[src/rtl/reg_file_16x16.sv]
// reg_file_16x16: general-purpose register file with two asynchronous read
// ports and one synchronous write port. R0 has no storage and reads zero.
//
// Ports:
//   clk       rising-edge clock for all register updates
//   rst_n     asynchronous active-low reset, clears every register
//   SrcReg1   read index, port 1     -> SrcData1
//   SrcReg2   read index, port 2     -> SrcData2
//   DstReg    write index
//   WriteReg  write enable
//   DstData   write data
//   SrcData1  read data, port 1 (combinational)
//   SrcData2  read data, port 2 (combinational)
//
// Build option:
//   RF_BYPASS_EN  when defined, a read of the register being written this
//                 cycle returns DstData instead of the stored value.

module reg_file_16x16 #(
  parameter int unsigned DATA_WIDTH = 16,
  parameter int unsigned ADDR_WIDTH = 4
) (
  input  logic                  clk,
  input  logic                  rst_n,
  input  logic [ADDR_WIDTH-1:0] SrcReg1,
  input  logic [ADDR_WIDTH-1:0] SrcReg2,
  input  logic [ADDR_WIDTH-1:0] DstReg,
  input  logic                  WriteReg,
  input  logic [DATA_WIDTH-1:0] DstData,
  output logic [DATA_WIDTH-1:0] SrcData1,
  output logic [DATA_WIDTH-1:0] SrcData2
);

  localparam int unsigned NUM_REGS = 1 << ADDR_WIDTH;

  // Storage for R1..R(N-1); R0 is a constant zero on the read side.
  logic [DATA_WIDTH-1:0] regs_q [1:NUM_REGS-1];
  logic [DATA_WIDTH-1:0] regs_d [1:NUM_REGS-1];

  // Cleared by reset, set by the first edge after release. Gating writes with
  // it makes an edge coincident with reset removal perform no write,
  // regardless of how the release and the edge are ordered.
  logic wr_arm_q;

  logic                  wr_fire_c;
  logic [DATA_WIDTH-1:0] rd1_c;
  logic [DATA_WIDTH-1:0] rd2_c;

  assign wr_fire_c = WriteReg && (DstReg != '0) && wr_arm_q;

  // Next-state: only the addressed register loads DstData, and only when the
  // write actually fires, so DstData is never sampled with WriteReg low.
  always_comb begin
    for (int unsigned i = 1; i < NUM_REGS; i++) begin
      regs_d[i] = regs_q[i];
      if (wr_fire_c && (DstReg == ADDR_WIDTH'(i))) begin
        regs_d[i] = DstData;
      end
    end
  end

  // Register array and write-arm flop.
  always_ff @(posedge clk or negedge rst_n) begin
    if (!rst_n) begin
      wr_arm_q <= 1'b0;
      for (int unsigned i = 1; i < NUM_REGS; i++) begin
        regs_q[i] <= '0;
      end
    end else begin
      wr_arm_q <= 1'b1;
      for (int unsigned i = 1; i < NUM_REGS; i++) begin
        regs_q[i] <= regs_d[i];
      end
    end
  end

  // Read muxes; index 0 matches no entry and falls through to zero.
  always_comb begin
    rd1_c = '0;
    rd2_c = '0;
    for (int unsigned i = 1; i < NUM_REGS; i++) begin
      if (SrcReg1 == ADDR_WIDTH'(i)) rd1_c = regs_q[i];
      if (SrcReg2 == ADDR_WIDTH'(i)) rd2_c = regs_q[i];
    end
  end

`ifdef RF_BYPASS_EN
  // Write-before-read forwarding; wr_fire_c already excludes R0 and reset.
  assign SrcData1 = (wr_fire_c && (DstReg == SrcReg1)) ? DstData : rd1_c;
  assign SrcData2 = (wr_fire_c && (DstReg == SrcReg2)) ? DstData : rd2_c;
`else
  // Stored contents only; the write-data mux stays off the read path.
  assign SrcData1 = rd1_c;
  assign SrcData2 = rd2_c;
`endif

endmodule

[config.mk]
export PLATFORM = sky130hd
export DESIGN_NAME = reg_file_16x16
export DESIGN_NICKNAME = d
export VERILOG_FILES = /design/src/rtl/reg_file_16x16.sv
export SDC_FILE = /design/constraint.sdc
export NUM_CORES = 1
export LEC_CHECK = 0
export ABC_AREA = 1
export CAP_MARGIN = 10
export CORE_ASPECT_RATIO = 2
export CORE_MARGIN = 5
export CORE_UTILIZATION = 40
export CTS_CLUSTER_DIAMETER = 30
export DETAILED_ROUTE_END_ITERATION = 8
export DONT_BUFFER_PORTS = 1
export GPL_ROUTABILITY_DRIVEN = 1
export PLACE_DENSITY = 0.55
export SLEW_MARGIN = 10
export SYNTH_ARGS = -nofsm -noshare
export SYNTH_HDL_FRONTEND = slang
export SYNTH_SLANG_ARGS = --single-unit
[constraint.sdc]
create_clock -name clk -period 2.3 [get_ports clk]
set_input_delay 0.345 -clock clk [delete_from_list [all_inputs] [get_ports clk]]
set_output_delay 0.345 -clock clk [all_outputs]
set_load 0.03 [all_outputs]
==> impl_metrics.json <==
{
  "status": "complete, but fails checks",
  "violations": "negative hold slack, negative setup slack",
  "cts.reportedPaths.clkPinSlew_ps": 50,
  "clock_skew_ps": 10.8,
  "drt-pass1-iter-count": 5,
  "drt-met1-wl_um": 16300,
  "drv_slew": 0,
  "hold_viol": 241,
  "p_leak_nw": 7.00,
  "yosys.area_share.simple": 0.330,
  "end_kind": "primary output",
  "io_pins": 63,
  "insertion_delay_ps": 520,
  "synth_fa_ha_area_frac": 0,
  "wl_met2_um": 20800,
  "drive_gt1_frac": 0.133,
  "cts_max_level": 2,
  "wl_per_cell_um": 17.9,
  "drt_iter0_markers": 1038,
  "ctsHoldBuffers": 16,
  "num_rows": 92,
  "place_congestion": 0.897,
  "min_period_over_period": 1.06,
  "seq_area_frac_synth": 0.476,
  "worst_slack_ps": -138,
  "synthFlopType": "dfrtp_1",
  "whs_ps": -475,
  "cp.required_ps": 1960,
  "r2r_end": "regs_q[37]$_DFFE_PN0P_",
  "antenna_found_initial": 0,
  "routed.top_layer": "met4",
  "dr_wl_met3_um": 1620,
  "ys_ff_latch": 241,
  "cts_tree": "done",
  "fmax_mhz": 410,
  "power_density_mw_per_mm2": 926,
  "postSynth.asyncResetShare": 1.00,
  "cts-buffers-inserted": 39,
  "crit_path_max_fanout": 3,
  "r2r_slack_ps": 730,
  "syn_inst": 1760,
  "area_growth_syn_to_layout_pct": 23.5,
  "relSlewSlack": 0.495,
  "yosys.area_share.xor_xnor": 0,
  "synth_top_family_by_area": "simple AND/OR/NAND/NOR gates",
  "start_kind": "flop",
  "clock-sinks": 241,
  "die_area_sq_mm": 0.0356,
  "yosysUniqueCellTypes": 26,
  "grt_overflow": 0,
  "syn_area_sq_mm": 0.0127,
  "setup_viol": 23,
  "die_h_um": 262,
  "power.total_mw": 14.5,
  "rr_worst_depth": 7,
  "drv_cap": 0,
  "rsz0062_at_grt": "true",
  "synthMuxAreaShare": 0,
  "die_w_um": 136,
  "worst-slew-pin-transition_ps": 757,
  "track_usage": 0.229,
  "ir_drop_mv": 0.612,
  "grt_pass1_vias": 11500,
  "wl_um": 40600,
  "fillerInstances": 3046,
  "vias": 11900,
  "critPathKind": "reg -> out",
  "cts_root_buffer": "clkbuf_16",
  "synth_edf_count": 0,
  "finalNetCount": 1850,
  "syn_avg_cell_area_sq_um": 7.20,
  "port_buffers": 0,
  "postRouteAntennaNets": 0,
  "min_period_ps": 2440,
  "post-dp-hpwl_um": 28600,
  "synth_warnings": 0,
  "drt_drc_violations_left": 0,
  "r2r_start": "wr_arm_q$_DFF_PN0_",
  "hold_class": "in -> async",
  "synth_compound_area_frac": 0.113,
  "start_util": 0.403,
  "coreArea_sq_mm": 0.0314,
  "synth_fp_nets": 1791,
  "grt_max_degree": 242,
  "vias_per_cell": 5.25,
  "grt_pass1_wl_um": 63600,
  "crit_arrival_ps": 2090,
  "clk_path_buf_depth": 3,
  "antenna_cells": 0
}
==> Yosys cell counts, types with 6 or more instances <==
master    count  area [sq um]
a21oi_1     120           601
buf_2        50           250
clkbuf_1     46           173
dfrtp_1     241          6030
inv_1       143           537
inv_2         6          22.5
nand2_1     505          1900
nand3_1     104           521
nand4_1      97           607
nor2_1      245           920
nor2_2       17           106
o21ai_0     148           741
o21ai_1       7          35.0
==> timing repair <==
| item | 4_1_cts | 5_1_grt |
|---|---|---|
| pin swaps | 17 | 51 |
| setup buffers | 6 | 7 |
| resized for setup | 15 | 39 |
| setup endpoints to repair | 31 | 32 |
| endpoints found under the hold margin | 274 | 241 |
==> registers in the layout, indices dropped and copies added (netlist names) <==
register  count
wr_arm_q      1
regs_q      240
==> routing by layer <==
layer / GRT usage / vias to the layer above
li1: - / 5799
met1: 0.272 / 5630
met2: 0.410 / 356
met3: 0.0312 / 131
met4: 0.102 / 0
met5: 0 / -
==> worst max path at each step <==
stage                                        from            to  slack, ps  cells after the start
final                     regs_q[178]$_DFFE_PN0P_   SrcData2[2]       -140                      9
after floorplan                        SrcReg2[0]   SrcData2[7]        270                     10
after CTS                 regs_q[178]$_DFFE_PN0P_   SrcData2[2]       -160                      9
after detailed placement               SrcReg2[1]  SrcData2[11]       -230                     13
after global placement                 SrcReg2[1]  SrcData2[11]       -250                     13
after global routing      regs_q[178]$_DFFE_PN0P_   SrcData2[2]       -230                      9
==> where the power goes <==
part / internal (mW) / switching [mW]
Clock: 3.96 / 2.07
Combinational: 1.13 / 1.46
Sequential: 5.18 / 0.694
Total: 10.3 / 4.23
==> cell type report <==
cell class | instances | area (sq um) | share of cell area
clock buffers | 51 | 1080 | 0.0690
clock inverters | 17 | 248 | 0.0158
inverters | 150 | 563 | 0.0360
multi-input cells | 1268 | 5800 | 0.370
repair buffers | 119 | 1410 | 0.0900
well taps | 423 | 529 | 0.0338
flip-flops and latches | 241 | 6030 | 0.385
==> per-stage QoR <==
| stage | setup WS (ps) | util | area, sq um | std cells | setup TNS, ps |
|---|---|---|---|---|---|
| after floorplan | 274 | - | 12700 | 1760 | 0 |
| after detailed placement | -228 | 0.441 | 13900 | 2172 | -2360 |
| final | -138 | 0.498 | 15700 | 2269 | -950 |
| after global routing | -227 | 0.498 | 15700 | 2269 | -4530 |
| after CTS | -157 | 0.492 | 15500 | 2262 | -1140 |
| after global placement | -254 | 0.441 | 13900 | 2172 | -2160 |
==> cell families (layout without fill, tap and decap cells) <==
kind of cell / count (synthesis) / after routing
compound gates: 282 / 282
buf+inv: 251 / 337
flops: 241 / 241
other cells: 1 / 1
simple gates: 985 / 985
==> layout by cell type, fill, tap and decap left out, drive strengths merged <==
cell / Yosys / layout
dlygate4sd3: 0 / 16
nand4: 97 / 97
bufinv: 0 / 6
or2: 6 / 6
clkinvlp: 0 / 2
o21ai: 155 / 155
inv: 149 / 150
o211ai: 5 / 5
clkinv: 1 / 9
clkbuf: 46 / 51
buf: 55 / 103
dfrtp: 241 / 241
conb: 1 / 1
o22ai: 1 / 1
nand3: 104 / 104
nor3: 1 / 1
nor2: 267 / 267
nand2: 510 / 510
a21oi: 121 / 121
==> worst max-delay path, cell delays in order (launching register included) <==
cell	delay (ps)
dfrtp_1	400
o211ai_1	280
nand4_1	150
nand2_1	90
nand4_1	100
nand2_1	90
nand4_1	70
nor2_1	90
nand3_1	120
buf_6	170
(Power assumes the default switching activity.)
